<file path="src/rtl/mmio_pkg.sv">
// Shared definitions for the CPU data-side MMIO bridge:
// peripheral window offsets, control bits, region and FSM enums.
package mmio_pkg;

  localparam int WIN_BYTES = 32;

  localparam logic [4:0] OFF_GPIO_OUT = 5'h00;
  localparam logic [4:0] OFF_GPIO_IN  = 5'h04;
  localparam logic [4:0] OFF_T_COUNT  = 5'h08;
  localparam logic [4:0] OFF_T_CMP    = 5'h0C;
  localparam logic [4:0] OFF_T_CTRL   = 5'h10;

  localparam int CTRL_EN   = 0;
  localparam int CTRL_PEND = 1;
  localparam int CTRL_IE   = 2;

  typedef enum logic [1:0] {
    REG_MEM,
    REG_PERIPH,
    REG_ERR
  } region_e;

  typedef enum logic [1:0] {
    S_IDLE,
    S_MEM_WAIT,
    S_RESP
  } state_e;

endpackage

</file>
<file path="src/rtl/mmio_timer.sv">
// Compare timer: free-running count, compare register and control
// with a sticky pending flag and a registered level interrupt.
module mmio_timer
  import mmio_pkg::*;
#(
  parameter int DATA_W = 32
) (
  input  logic              clk_i,
  input  logic              rst_i,
  input  logic              we_i,
  input  logic [2:0]        idx_i,
  input  logic [DATA_W-1:0] wdata_i,
  input  logic [DATA_W/8-1:0] wstrb_i,
  output logic [DATA_W-1:0] count_o,
  output logic [DATA_W-1:0] cmp_o,
  output logic [DATA_W-1:0] ctrl_o,
  output logic              irq_o
);

  localparam int SW = DATA_W / 8;

  function automatic logic [DATA_W-1:0] merge(
    input logic [DATA_W-1:0] old_v,
    input logic [DATA_W-1:0] new_v,
    input logic [SW-1:0]     strb
  );
    logic [DATA_W-1:0] r;
    r = old_v;
    for (int b = 0; b < SW; b++) begin
      if (strb[b]) r[b*8 +: 8] = new_v[b*8 +: 8];
    end
    return r;
  endfunction

  logic [DATA_W-1:0] count_q, count_d;
  logic [DATA_W-1:0] cmp_q, cmp_d;
  logic en_q, en_d;
  logic pend_q, pend_d;
  logic ie_q, ie_d;
  logic irq_q;
  logic wr_count, wr_cmp, wr_ctrl, hit;

  assign wr_count = we_i && (idx_i == OFF_T_COUNT[4:2]);
  assign wr_cmp   = we_i && (idx_i == OFF_T_CMP[4:2]);
  assign wr_ctrl  = we_i && (idx_i == OFF_T_CTRL[4:2]);

  // Compare uses the value before this cycle's increment.
  assign hit = en_q && (count_q == cmp_q);

  // Next state: CPU writes beat the increment, a compare hit beats W1C.
  always_comb begin
    count_d = count_q;
    cmp_d   = cmp_q;
    en_d    = en_q;
    ie_d    = ie_q;
    pend_d  = pend_q;
    if (wr_count) begin
      count_d = merge(count_q, wdata_i, wstrb_i);
    end else if (en_q) begin
      count_d = count_q + DATA_W'(1);
    end
    if (wr_cmp) cmp_d = merge(cmp_q, wdata_i, wstrb_i);
    if (wr_ctrl && wstrb_i[0]) begin
      en_d = wdata_i[CTRL_EN];
      ie_d = wdata_i[CTRL_IE];
      if (wdata_i[CTRL_PEND]) pend_d = 1'b0;
    end
    if (hit) pend_d = 1'b1;
  end

  // Timer state and registered interrupt line.
  always_ff @(posedge clk_i or posedge rst_i) begin
    if (rst_i) begin
      count_q <= '0;
      cmp_q   <= '0;
      en_q    <= 1'b0;
      pend_q  <= 1'b0;
      ie_q    <= 1'b0;
      irq_q   <= 1'b0;
    end else begin
      count_q <= count_d;
      cmp_q   <= cmp_d;
      en_q    <= en_d;
      pend_q  <= pend_d;
      ie_q    <= ie_d;
      irq_q   <= pend_d & ie_d;
    end
  end

  assign count_o = count_q;
  assign cmp_o   = cmp_q;
  assign ctrl_o  = {{(DATA_W-3){1'b0}}, ie_q, pend_q, en_q};
  assign irq_o   = irq_q;

endmodule

</file>
<file path="src/rtl/mmio_bridge.sv">
// Load/store bridge: data RAM pass-through with a read handshake,
// plus a small peripheral window holding GPIO and a compare timer.
module mmio_bridge
  import mmio_pkg::*;
#(
  parameter int                DATA_W      = 32,
  parameter int                ADDR_W      = 32,
  parameter int                MEM_BYTES   = 2048,
  parameter int                MEM_RD_LAT  = 1,
  parameter logic [ADDR_W-1:0] PERIPH_BASE = 32'h0001_0000,
  parameter int                GPIO_W      = 8
) (
  input  logic                clk,
  input  logic                rst,
  input  logic                cpu_re,
  input  logic [ADDR_W-1:0]   cpu_raddr,
  output logic                cpu_busy,
  output logic                cpu_rvalid,
  output logic [DATA_W-1:0]   cpu_rdata,
  output logic                cpu_rerr,
  input  logic                cpu_we,
  input  logic [ADDR_W-1:0]   cpu_waddr,
  input  logic [DATA_W-1:0]   cpu_wdata,
  input  logic [DATA_W/8-1:0] cpu_wstrb,
  output logic                cpu_werr,
  output logic                ext_re,
  output logic [ADDR_W-1:0]   ext_raddr,
  input  logic [DATA_W-1:0]   ext_rdata,
  output logic                ext_we,
  output logic [ADDR_W-1:0]   ext_waddr,
  output logic [DATA_W-1:0]   ext_wdata,
  output logic [DATA_W/8-1:0] ext_wstrb,
  input  logic [GPIO_W-1:0]   gpio_in,
  output logic [GPIO_W-1:0]   gpio_out,
  output logic                timer_irq
);

  localparam int CNT_W = $clog2(MEM_RD_LAT + 1);

  function automatic region_e decode(input logic [ADDR_W-1:0] a);
    if (a < ADDR_W'(MEM_BYTES)) return REG_MEM;
    if (a >= PERIPH_BASE &&
        a < PERIPH_BASE + ADDR_W'(WIN_BYTES)) return REG_PERIPH;
    return REG_ERR;
  endfunction

  state_e             state_q;
  logic [CNT_W-1:0]   cnt_q;
  logic [DATA_W-1:0]  rdata_q;
  logic               rvalid_q;
  logic               rerr_q;
  logic               werr_q;
  logic [GPIO_W-1:0]  gpio_q, gpio_d;
  logic [GPIO_W-1:0]  sync1_q, sync2_q;

  region_e            rreg, wreg;
  logic [2:0]         ridx, widx;
  logic               accept, mem_wr, per_wr;
  logic [DATA_W-1:0]  prdata;
  logic [DATA_W-1:0]  t_count, t_cmp, t_ctrl;

  // Window base is 32-byte aligned, so word index is a 3-bit difference.
  assign rreg = decode(cpu_raddr);
  assign wreg = decode(cpu_waddr);
  assign ridx = cpu_raddr[4:2] - PERIPH_BASE[4:2];
  assign widx = cpu_waddr[4:2] - PERIPH_BASE[4:2];

  assign cpu_busy = (state_q != S_IDLE) && (state_q != S_RESP);
  assign accept   = cpu_re && !cpu_busy;

  assign ext_re    = accept && (rreg == REG_MEM);
  assign ext_raddr = ext_re ? cpu_raddr : '0;

  assign mem_wr    = cpu_we && (wreg == REG_MEM);
  assign per_wr    = cpu_we && (wreg == REG_PERIPH);
  assign ext_we    = mem_wr;
  assign ext_waddr = mem_wr ? cpu_waddr : '0;
  assign ext_wdata = mem_wr ? cpu_wdata : '0;
  assign ext_wstrb = mem_wr ? cpu_wstrb : '0;

  // Peripheral read mux; unmapped words read as zero.
  always_comb begin
    prdata = '0;
    unique case (1'b1)
      ridx == OFF_GPIO_OUT[4:2]: prdata = DATA_W'(gpio_q);
      ridx == OFF_GPIO_IN[4:2]:  prdata = DATA_W'(sync2_q);
      ridx == OFF_T_COUNT[4:2]:  prdata = t_count;
      ridx == OFF_T_CMP[4:2]:    prdata = t_cmp;
      ridx == OFF_T_CTRL[4:2]:   prdata = t_ctrl;
      default:                   prdata = '0;
    endcase
  end

  // Byte-strobed update of the GPIO output register.
  always_comb begin
    gpio_d = gpio_q;
    if (per_wr && widx == OFF_GPIO_OUT[4:2]) begin
      for (int i = 0; i < GPIO_W; i++) begin
        if (cpu_wstrb[i/8]) gpio_d[i] = cpu_wdata[i];
      end
    end
  end

  // GPIO output, input synchroniser and write-error pulse.
  always_ff @(posedge clk or posedge rst) begin
    if (rst) begin
      gpio_q  <= '0;
      sync1_q <= '0;
      sync2_q <= '0;
      werr_q  <= 1'b0;
    end else begin
      gpio_q  <= gpio_d;
      sync1_q <= gpio_in;
      sync2_q <= sync1_q;
      werr_q  <= cpu_we && (wreg == REG_ERR);
    end
  end

  // Read FSM; RESP behaves like IDLE so back-to-back reads are possible.
  always_ff @(posedge clk or posedge rst) begin
    if (rst) begin
      state_q  <= S_IDLE;
      cnt_q    <= '0;
      rdata_q  <= '0;
      rvalid_q <= 1'b0;
      rerr_q   <= 1'b0;
    end else begin
      rvalid_q <= 1'b0;
      rerr_q   <= 1'b0;
      case (state_q)
        S_MEM_WAIT: begin
          if (cnt_q == CNT_W'(MEM_RD_LAT)) begin
            rdata_q  <= ext_rdata;
            rvalid_q <= 1'b1;
            state_q  <= S_RESP;
          end else begin
            cnt_q <= cnt_q + CNT_W'(1);
          end
        end
        default: begin
          if (accept) begin
            unique case (rreg)
              REG_MEM: begin
                cnt_q   <= CNT_W'(1);
                state_q <= S_MEM_WAIT;
              end
              REG_PERIPH: begin
                rdata_q  <= prdata;
                rvalid_q <= 1'b1;
                state_q  <= S_RESP;
              end
              default: begin
                rdata_q  <= '0;
                rerr_q   <= 1'b1;
                rvalid_q <= 1'b1;
                state_q  <= S_RESP;
              end
            endcase
          end else begin
            state_q <= S_IDLE;
          end
        end
      endcase
    end
  end

  mmio_timer #(
    .DATA_W (DATA_W)
  ) u_timer (
    .clk_i   (clk),
    .rst_i   (rst),
    .we_i    (per_wr),
    .idx_i   (widx),
    .wdata_i (cpu_wdata),
    .wstrb_i (cpu_wstrb),
    .count_o (t_count),
    .cmp_o   (t_cmp),
    .ctrl_o  (t_ctrl),
    .irq_o   (timer_irq)
  );

  assign cpu_rvalid = rvalid_q;
  assign cpu_rdata  = rdata_q;
  assign cpu_rerr   = rerr_q;
  assign cpu_werr   = werr_q;
  assign gpio_out   = gpio_q;

endmodule

</file>
<file path="config.mk">
export PLATFORM = sky130hd
export DESIGN_NAME = mmio_bridge
export DESIGN_NICKNAME = d
export VERILOG_FILES = /design/src/rtl/mmio_pkg.sv /design/src/rtl/mmio_timer.sv /design/src/rtl/mmio_bridge.sv
export SDC_FILE = /design/constraint.sdc
export NUM_CORES = 1
export LEC_CHECK = 0
export ABC_CLOCK_PERIOD_IN_PS = 1700
export BUFFER_PORTS_ARGS = -buffer_cell sky130_fd_sc_hd__buf_2
export CAP_MARGIN = 20
export CORE_AREA = 2 2 154 156
export DETAILED_ROUTE_END_ITERATION = 12
export DIE_AREA = 0 0 156 158
export GPL_TIMING_DRIVEN = 1
export SLEW_MARGIN = 20
export SYNTH_ARGS = -nofsm -noshare
export SYNTH_HDL_FRONTEND = slang
export SYNTH_HIERARCHICAL = 1
export SYNTH_SLANG_ARGS = --single-unit
</file>
<file path="constraint.sdc">
create_clock -name clk -period 1.7 [get_ports clk]
set_input_delay 0.085 -clock clk [delete_from_list [all_inputs] [get_ports clk]]
set_output_delay 0.085 -clock clk [all_outputs]
set_load 0.02 [all_outputs]
</file>
Word level (Yosys, flattened, before mapping)
Index checks and enable logic that the tools add are counted.
{"block": "word_totals", "reg_bits": 130, "output_inout_bits": 147, "wordCells": 132, "input_bits": 144}
{"block": "op_classes", "bitwise": 1, "magnitude_cmp": 6, "muxes": 48, "n_eq_ne": 19, "addsub": 2, "n_reduce_logical": 35}
{"op": "$mux W32", "count": 8}
{"op": "$pmux W32 S5", "count": 1}
{"op": "$ge A32 B17 Y1 const B", "count": 2}
{"op": "$lt A32 B12 Y1 const B", "count": 2}
{"op": "$lt A32 B17 Y1 const B", "count": 2}
{"op": "$pmux W32 S2", "count": 1}
{"op": "$add A32 B1 Y32 const B", "count": 1}
{"op": "$eq A32 B32 Y1", "count": 1}
{"op": "$mux W8", "count": 4}
{"op": "$mux W2", "count": 12}
{"op": "$mux W1", "count": 21}
{"op": "$reduce_and A2 Y1", "count": 10}
{"op": "$logic_and A1 B1 Y1", "count": 14}
{"op": "$eq A3 B2 Y1 const B", "count": 4}
{"op": "$ne A2 B2 Y1 const B", "count": 6}
{"op": "$reduce_bool A2 Y1", "count": 4}
{"op": "$eq A2 B1 Y1 const B", "count": 3}
{"op": "$eq A3 B3 Y1 const B", "count": 2}
{"op": "$logic_not A3 Y1", "count": 2}
{"op": "$logic_not A2 Y1", "count": 2}
{"op": "$mux W4", "count": 1}
{"op": "$eq A3 B1 Y1 const B", "count": 1}
{"op": "$reduce_and A3 Y1", "count": 1}
{"op": "$eq A2 B2 Y1 const B", "count": 1}
{"op": "5 further kinds", "count": 5}

Depth between registers and ports, before layout
{"block": "logic_depth", "ltp_word": 13, "ltp_mapped": 10}

By module
The synthesis kept the hierarchy.
{"mod": "mmio_bridge", "instances": 1, "cells_each": 459, "area_each_um2": 3991.3}
{"mod": "mmio_timer", "instances": 1, "cells_each": 399, "area_each_um2": 3981.3}

Least setup slack after synthesis
No wires, ideal clock.
{"block": "synth_timing", "path_type": "input -> register", "start": "input cpu_waddr[13]", "end": "register u_timer.count_q[6] (netlist: u_timer/count_o[6])", "cell_stages": 9, "arrival_time_ps": 2340, "slack_ps": -762, "required_ps": 1577, "setup_ps": 123, "n_path_buf": 2, "path_cell_list": "or4_1 > and4bb_2 > o21ai_2 > nor2_1 > and4bb_2 > buf_4 > clkbuf_1 > nand2_1 > o221a_2"}
{"block": "synth_between", "elab_chain_cells": 11, "word_cells_on_any_way": 17, "classes_between": "order compare (3); eq/ne (2); mux (7); reduce/logical (5)"}
{"element": "from (decl)", "line": "mmio_bridge.sv:22", "text": "input logic [ADDR_W-1:0] cpu_waddr,"}
{"element": "$ge A32 B17 Y1 or $lt A32 B17 Y1 (tied branches)", "line": "mmio_bridge.sv:42, mmio_bridge.sv:43"}
{"element": "$logic_and A1 B1 Y1", "line": "mmio_bridge.sv:42", "text": "if (a >= PERIPH_BASE &&"}
{"element": "$mux W1 (2 in series)", "line": "mmio_bridge.sv:42"}
{"element": "$mux W2", "line": "mmio_bridge.sv:44", "text": "return REG_ERR;"}
{"element": "$mux W2 (*)", "line": "mmio_bridge.sv:42"}
{"element": "$eq A2 B1 Y1 (*)", "line": "mmio_bridge.sv:75", "text": "assign per_wr = cpu_we && (wreg == REG_PERIPH);"}
{"element": "$logic_and A1 B1 Y1 (*)", "line": "mmio_bridge.sv:75"}
{"element": "via per_wr", "line": "mmio_bridge.sv:58", "text": "logic accept, mem_wr, per_wr;"}
{"element": "$logic_and A1 B1 Y1 (*)", "line": "mmio_timer.sv:43", "text": "assign wr_count = we_i && (idx_i == OFF_T_COUNT[4:2]);"}
{"element": "$ne A2 B2 Y1 (no source line) or $reduce_bool A2 Y1 (tied branches)"}
{"element": "$reduce_and A2 Y1 (no source line)"}
{"element": "to (signal assigned)", "line": "mmio_timer.sv:81", "text": "count_q <= count_d;"}
{"element": "to (decl)", "line": "mmio_timer.sv:35", "text": "logic [DATA_W-1:0] count_q, count_d;"}
Mark *: on every way through the listed nets, which the timed path passes. The rest lies on a longest branch. The select of a mux whose other input is x is not followed.
A chain may end at the register's enable or synchronous reset.

Worst setup path in the final report
{"block": "layout_timing", "start": "input cpu_waddr[11]", "end": "register u_timer.count_q[18] (netlist: u_timer/count_o[18])"}
The elaborated chain is that of the path after synthesis.

==> metrics <==
clock sink count=130; compound-gate portion of the synthesized area=0.175; HPWL Detailed=about 21,000 um; share of the clock period used by the worst path after layout=1.16; Post-synth top flop=sky130_fd_sc_hd__dfrtp_1; violated checks=negative setup slack; wirelength, routed=around 30,000 um; max_slew headroom=0.624; RSZ-0062 raised after global routing=yes; register bit count reported by yosys=130; maximum fanout along the worst path=7; fraction of synthesized cell area in xor and xnor cells=0.0363; crit path from=cpu_waddr[11]; Worst Reg2Reg Path Length in Cells=5; post-synthesis area per instance=about 9.3 sq um; TritonCTS buffer count=17; standard-cell row count=56; synthesized-area fraction occupied by and/or/nand/nor cells=0.210; power share of the combinational group=0.166; Inst Count DP=1,468; Max H-tree Level=4; detailed-route via count=~8,400; hold_ws=between 0.003 and 0.004 ns; placeable core area=23,100 sq um; clock-pin slew of the registers on the worst-case setup and hold paths=roughly 0.06 ns; number of input and output port buffers inserted=248; FFs w/ async S/R, synth=1.00; Starting Density=0.346; WS Path Type=input port to register; gp weighted congestion=between 0.9 and 1; Clock Skew=0.0119 ns; cell area after technology mapping=7970 sq um; area added between synthesis and finish=66.0%; critical hold path startpoint=cpu_wdata[1]; DP Worst Slack=-0.692 ns; most frequent standard cell in the layout excluding fill and tap cells=sky130_fd_sc_hd__buf_2; slew at the pin with the worst max-slew slack=roughly 0.56 ns; number of vias per cell=about 5.2; global-route wire length before repair=between 40,000 and 50,000 um; number of global-route vias before repair=8,174; required time reported for the critical path endpoint=between 2 and 2.5 ns; Switch Pwr=0.00235 W; setup slack after layout=-0.268 ns; routed length per instance=roughly 19 um; leakage power=6.09 nW; initial antenna violation count=0; post-synth cell types=65; number of enable flip-flop cells after synthesis=0; VDD IR max=approximately 0.62 mV; cell type contributing the most total cell area after synthesis=sky130_fd_sc_hd__dfrtp_1; TNS Setup=-21.65 ns; full die area=between 20,000 and 25,000 sq um; clock tree from TritonCTS=built; Max-Cap Viols=0; horizontal extent of the die=~160 um; part of the power in the clock network=0.445; height of the die=approximately 160 um; Final Hold Violating Endpoints=0; non-filler instance count after layout=about 1,600; share of synthesized cell area in full adder, half adder and majority cells=0.00157; maximum number of pins on one net before global-route repair=54; worst endpoint data arrival time=approximately 2.3 ns; Critical Path Source Type=input port; Pint=roughly 0.0062 W; count of final max-slew check failures=0; final setup fails=126; achievable frequency=about 500 MHz; cell count of the worst hold path=2; power density cells=about 650 nW/um^2; final antenna-violating net count=0; clock network latency to the later pin of the worst-skew pair=0.43 ns; number of nets in the layout=approximately 1,500; capture point of the worst reg-to-reg path=u_timer/count_o[31]; post-layout minimum cycle time=between 1.5 and 2 ns; worst hold-check path type=input port to register; residual overflow from global routing=0; number of warning messages in the yosys log=6; relative contribution of sequential cells to total power=0.389; count of boundary I/O pins=a little under 300; CP Capture Type=register; reg-to-reg startpoint=u_timer/count_o[24]; cell at the root of the clock tree=sky130_fd_sc_hd__clkbuf_16; largest family of logic cells by synthesized area=simple AND/OR/NAND/NOR gates; commonest non-fill, non-tap cells in the layout=183 x sky130_fd_sc_hd__buf_2, 127 x sky130_fd_sc_hd__dfrtp_1, 124 x sky130_fd_sc_hd__buf_4, 89 x sky130_fd_sc_hd__buf_6, 72 x sky130_fd_sc_hd__a22oi_1; global routing usage summed across all routing layers=0.239; setup slack of the most critical reg-to-reg path=-0.18 ns; number of buffers between clock root and the deepest sink=2; switching part of the total power=0.275; top cells by area in the synthesized netlist=sky130_fd_sc_hd__dfrtp_1 41%, sky130_fd_sc_hd__buf_4 7.3%, sky130_fd_sc_hd__mux2_2 6.9%; final routed DRC violation total=0; part of the Yosys area used for sequential elements=0.408; detailed-routing iteration count for the pre-antenna-repair pass=5; Worst Hold Path EP=gpio_out[1]; number of diodes added for antenna fixing=0; mux cell area share after synthesis=0.0692; share of post-route cells with drive strength above 1=0.498; count of routing violations after the opening detailed-route iteration=662; share of Yosys cell area claimed by the top area cell type=0.408; post-synthesis instance total=858; Layout fillers=about 1,900; outcome=finished, violations left
-- power groups by stage --
stage                     Clock [W]  Combinational [W]  Sequential, W
final                       0.00381            0.00142        0.00333
after global routing        0.00398            0.00153        0.00334
after CTS                   0.00385            0.00136        0.00333
after detailed placement          0            0.00119        0.00338
after global placement            0            0.00119        0.00338
after floorplan                   0           0.000622        0.00344
-- layer usage --
layer	vias up	global-route usage	part of all wire
li1	3915	-	-
met1	4076	0.304	0.42
met2	400	0.414	0.49
met3	45	0.0443	0.074
met4	0	0.0747	0.023
met5	-	0	0
-- logic make-up (layout without fill, tap and decap cells) --
group	after synthesis	after routing
fa+ha+maj	1	1
flops	130	130
other cells	2	71
mux	49	49
compound gates	209	209
simple gates	304	304
xor+xnor	33	33
buf+inv	130	529
-- timing repair --
| action | CTS | global route |
|---|---|---|
| hold buffers | 71 | 0 |
| gates cloned | 4 | 3 |
| setup endpoints to repair | 125 | 142 |
| setup buffers | 32 | 11 |
| gates resized for setup | 233 | 81 |
| hold endpoints to repair | 172 | 0 |
| pin swaps | 57 | 50 |
-- worst max-delay path by stage --
stage                                     end  slack, ns  cells past startpoint
after floorplan           u_timer/count_o[12]      -0.44                      9
after global placement     u_timer/count_o[9]      -0.63                     10
after detailed placement   u_timer/count_o[9]      -0.69                     10
after CTS                 u_timer/count_o[18]      -0.20                     12
after global routing      u_timer/count_o[31]      -0.31                     11
final                     u_timer/count_o[18]      -0.27                     12
-- sequential cells by signal, summed over array words and instances, names as in the netlist --
name             flops
u_timer/en_q         1
cpu_werr             1
u_timer/cmp_o       32
state_q              2
cpu_rerr             1
u_timer/count_o     32
gpio_out             8
sync1_q              8
cpu_rvalid           1
u_timer/irq_o        1
u_timer/pend_q       1
cnt_q                1
cpu_rdata           32
sync2_q              8
u_timer/ie_q         1
-- cell usage after synthesis, types with 2 or more instances --
| cell type | count |
|---|---|
| sky130_fd_sc_hd__a211oi_1 | 12 |
| sky130_fd_sc_hd__a21oi_1 | 49 |
| sky130_fd_sc_hd__a22oi_1 | 73 |
| sky130_fd_sc_hd__a2bb2oi_1 | 2 |
| sky130_fd_sc_hd__a311oi_1 | 7 |
| sky130_fd_sc_hd__and2_1 | 65 |
| sky130_fd_sc_hd__and3_1 | 7 |
| sky130_fd_sc_hd__and4_1 | 6 |
| sky130_fd_sc_hd__and4bb_2 | 2 |
| sky130_fd_sc_hd__buf_1 | 6 |
| sky130_fd_sc_hd__buf_2 | 5 |
| sky130_fd_sc_hd__buf_4 | 78 |
| sky130_fd_sc_hd__clkbuf_1 | 35 |
| sky130_fd_sc_hd__conb_1 | 2 |
| sky130_fd_sc_hd__dfrtp_1 | 130 |
| sky130_fd_sc_hd__inv_1 | 5 |
| sky130_fd_sc_hd__mux2_2 | 49 |
| sky130_fd_sc_hd__nand2_1 | 35 |
| sky130_fd_sc_hd__nand2b_1 | 4 |
| sky130_fd_sc_hd__nand3_1 | 45 |
| sky130_fd_sc_hd__nand3b_1 | 2 |
| sky130_fd_sc_hd__nand4_1 | 16 |
| sky130_fd_sc_hd__nand4b_1 | 2 |
| sky130_fd_sc_hd__nor2_1 | 67 |
| sky130_fd_sc_hd__nor2b_1 | 4 |
| sky130_fd_sc_hd__nor3_1 | 13 |
| sky130_fd_sc_hd__nor4_1 | 16 |
| sky130_fd_sc_hd__o211ai_1 | 6 |
| sky130_fd_sc_hd__o21a_1 | 2 |
| sky130_fd_sc_hd__o21ai_0 | 32 |
| sky130_fd_sc_hd__o22ai_1 | 10 |
| sky130_fd_sc_hd__o311ai_0 | 2 |
| sky130_fd_sc_hd__o32ai_1 | 3 |
| sky130_fd_sc_hd__or2_2 | 2 |
| sky130_fd_sc_hd__or3_1 | 2 |
| sky130_fd_sc_hd__or4_1 | 2 |
| sky130_fd_sc_hd__xnor2_1 | 28 |
| sky130_fd_sc_hd__xor2_1 | 5 |
-- critical path, stage by stage --
cell	delay, ns
sky130_fd_sc_hd__buf_6	0.09
sky130_fd_sc_hd__or4_4	0.52
sky130_fd_sc_hd__and4bb_2	0.34
sky130_fd_sc_hd__o21ai_4	0.08
sky130_fd_sc_hd__nor2_4	0.12
sky130_fd_sc_hd__and4bb_2	0.27
sky130_fd_sc_hd__buf_12	0.14
sky130_fd_sc_hd__buf_8	0.13
sky130_fd_sc_hd__and2_4	0.16
sky130_fd_sc_hd__a21oi_2	0.05
sky130_fd_sc_hd__a41o_1	0.19
sky130_fd_sc_hd__a21oi_1	0.13
-- metrics by stage --
stage	total power (W)	instance area (sq um)	utilization
6_report	0.00855	13200	0.574
5_1_grt	0.00886	13200	0.574
4_1_cts	0.00853	12900	0.557
3_5_place_dp	0.00457	10400	0.450
3_3_place_gp	0.00456	10400	0.450
2_1_floorplan	0.00406	8410	-
-- final cells by class --
type / count / area (sq um) / share of cell area
multi-input combinational: 667 / 4920 / 0.372
timing repair buffer: 492 / 4070 / 0.307
sequential: 130 / 3260 / 0.246
clock buffer: 20 / 447 / 0.0338
tap: 290 / 363 / 0.0274
clock inverter: 12 / 156 / 0.0118
inverter: 5 / 22.5 / 0.00170
No activity file was read; power rests on OpenSTA's default activity.
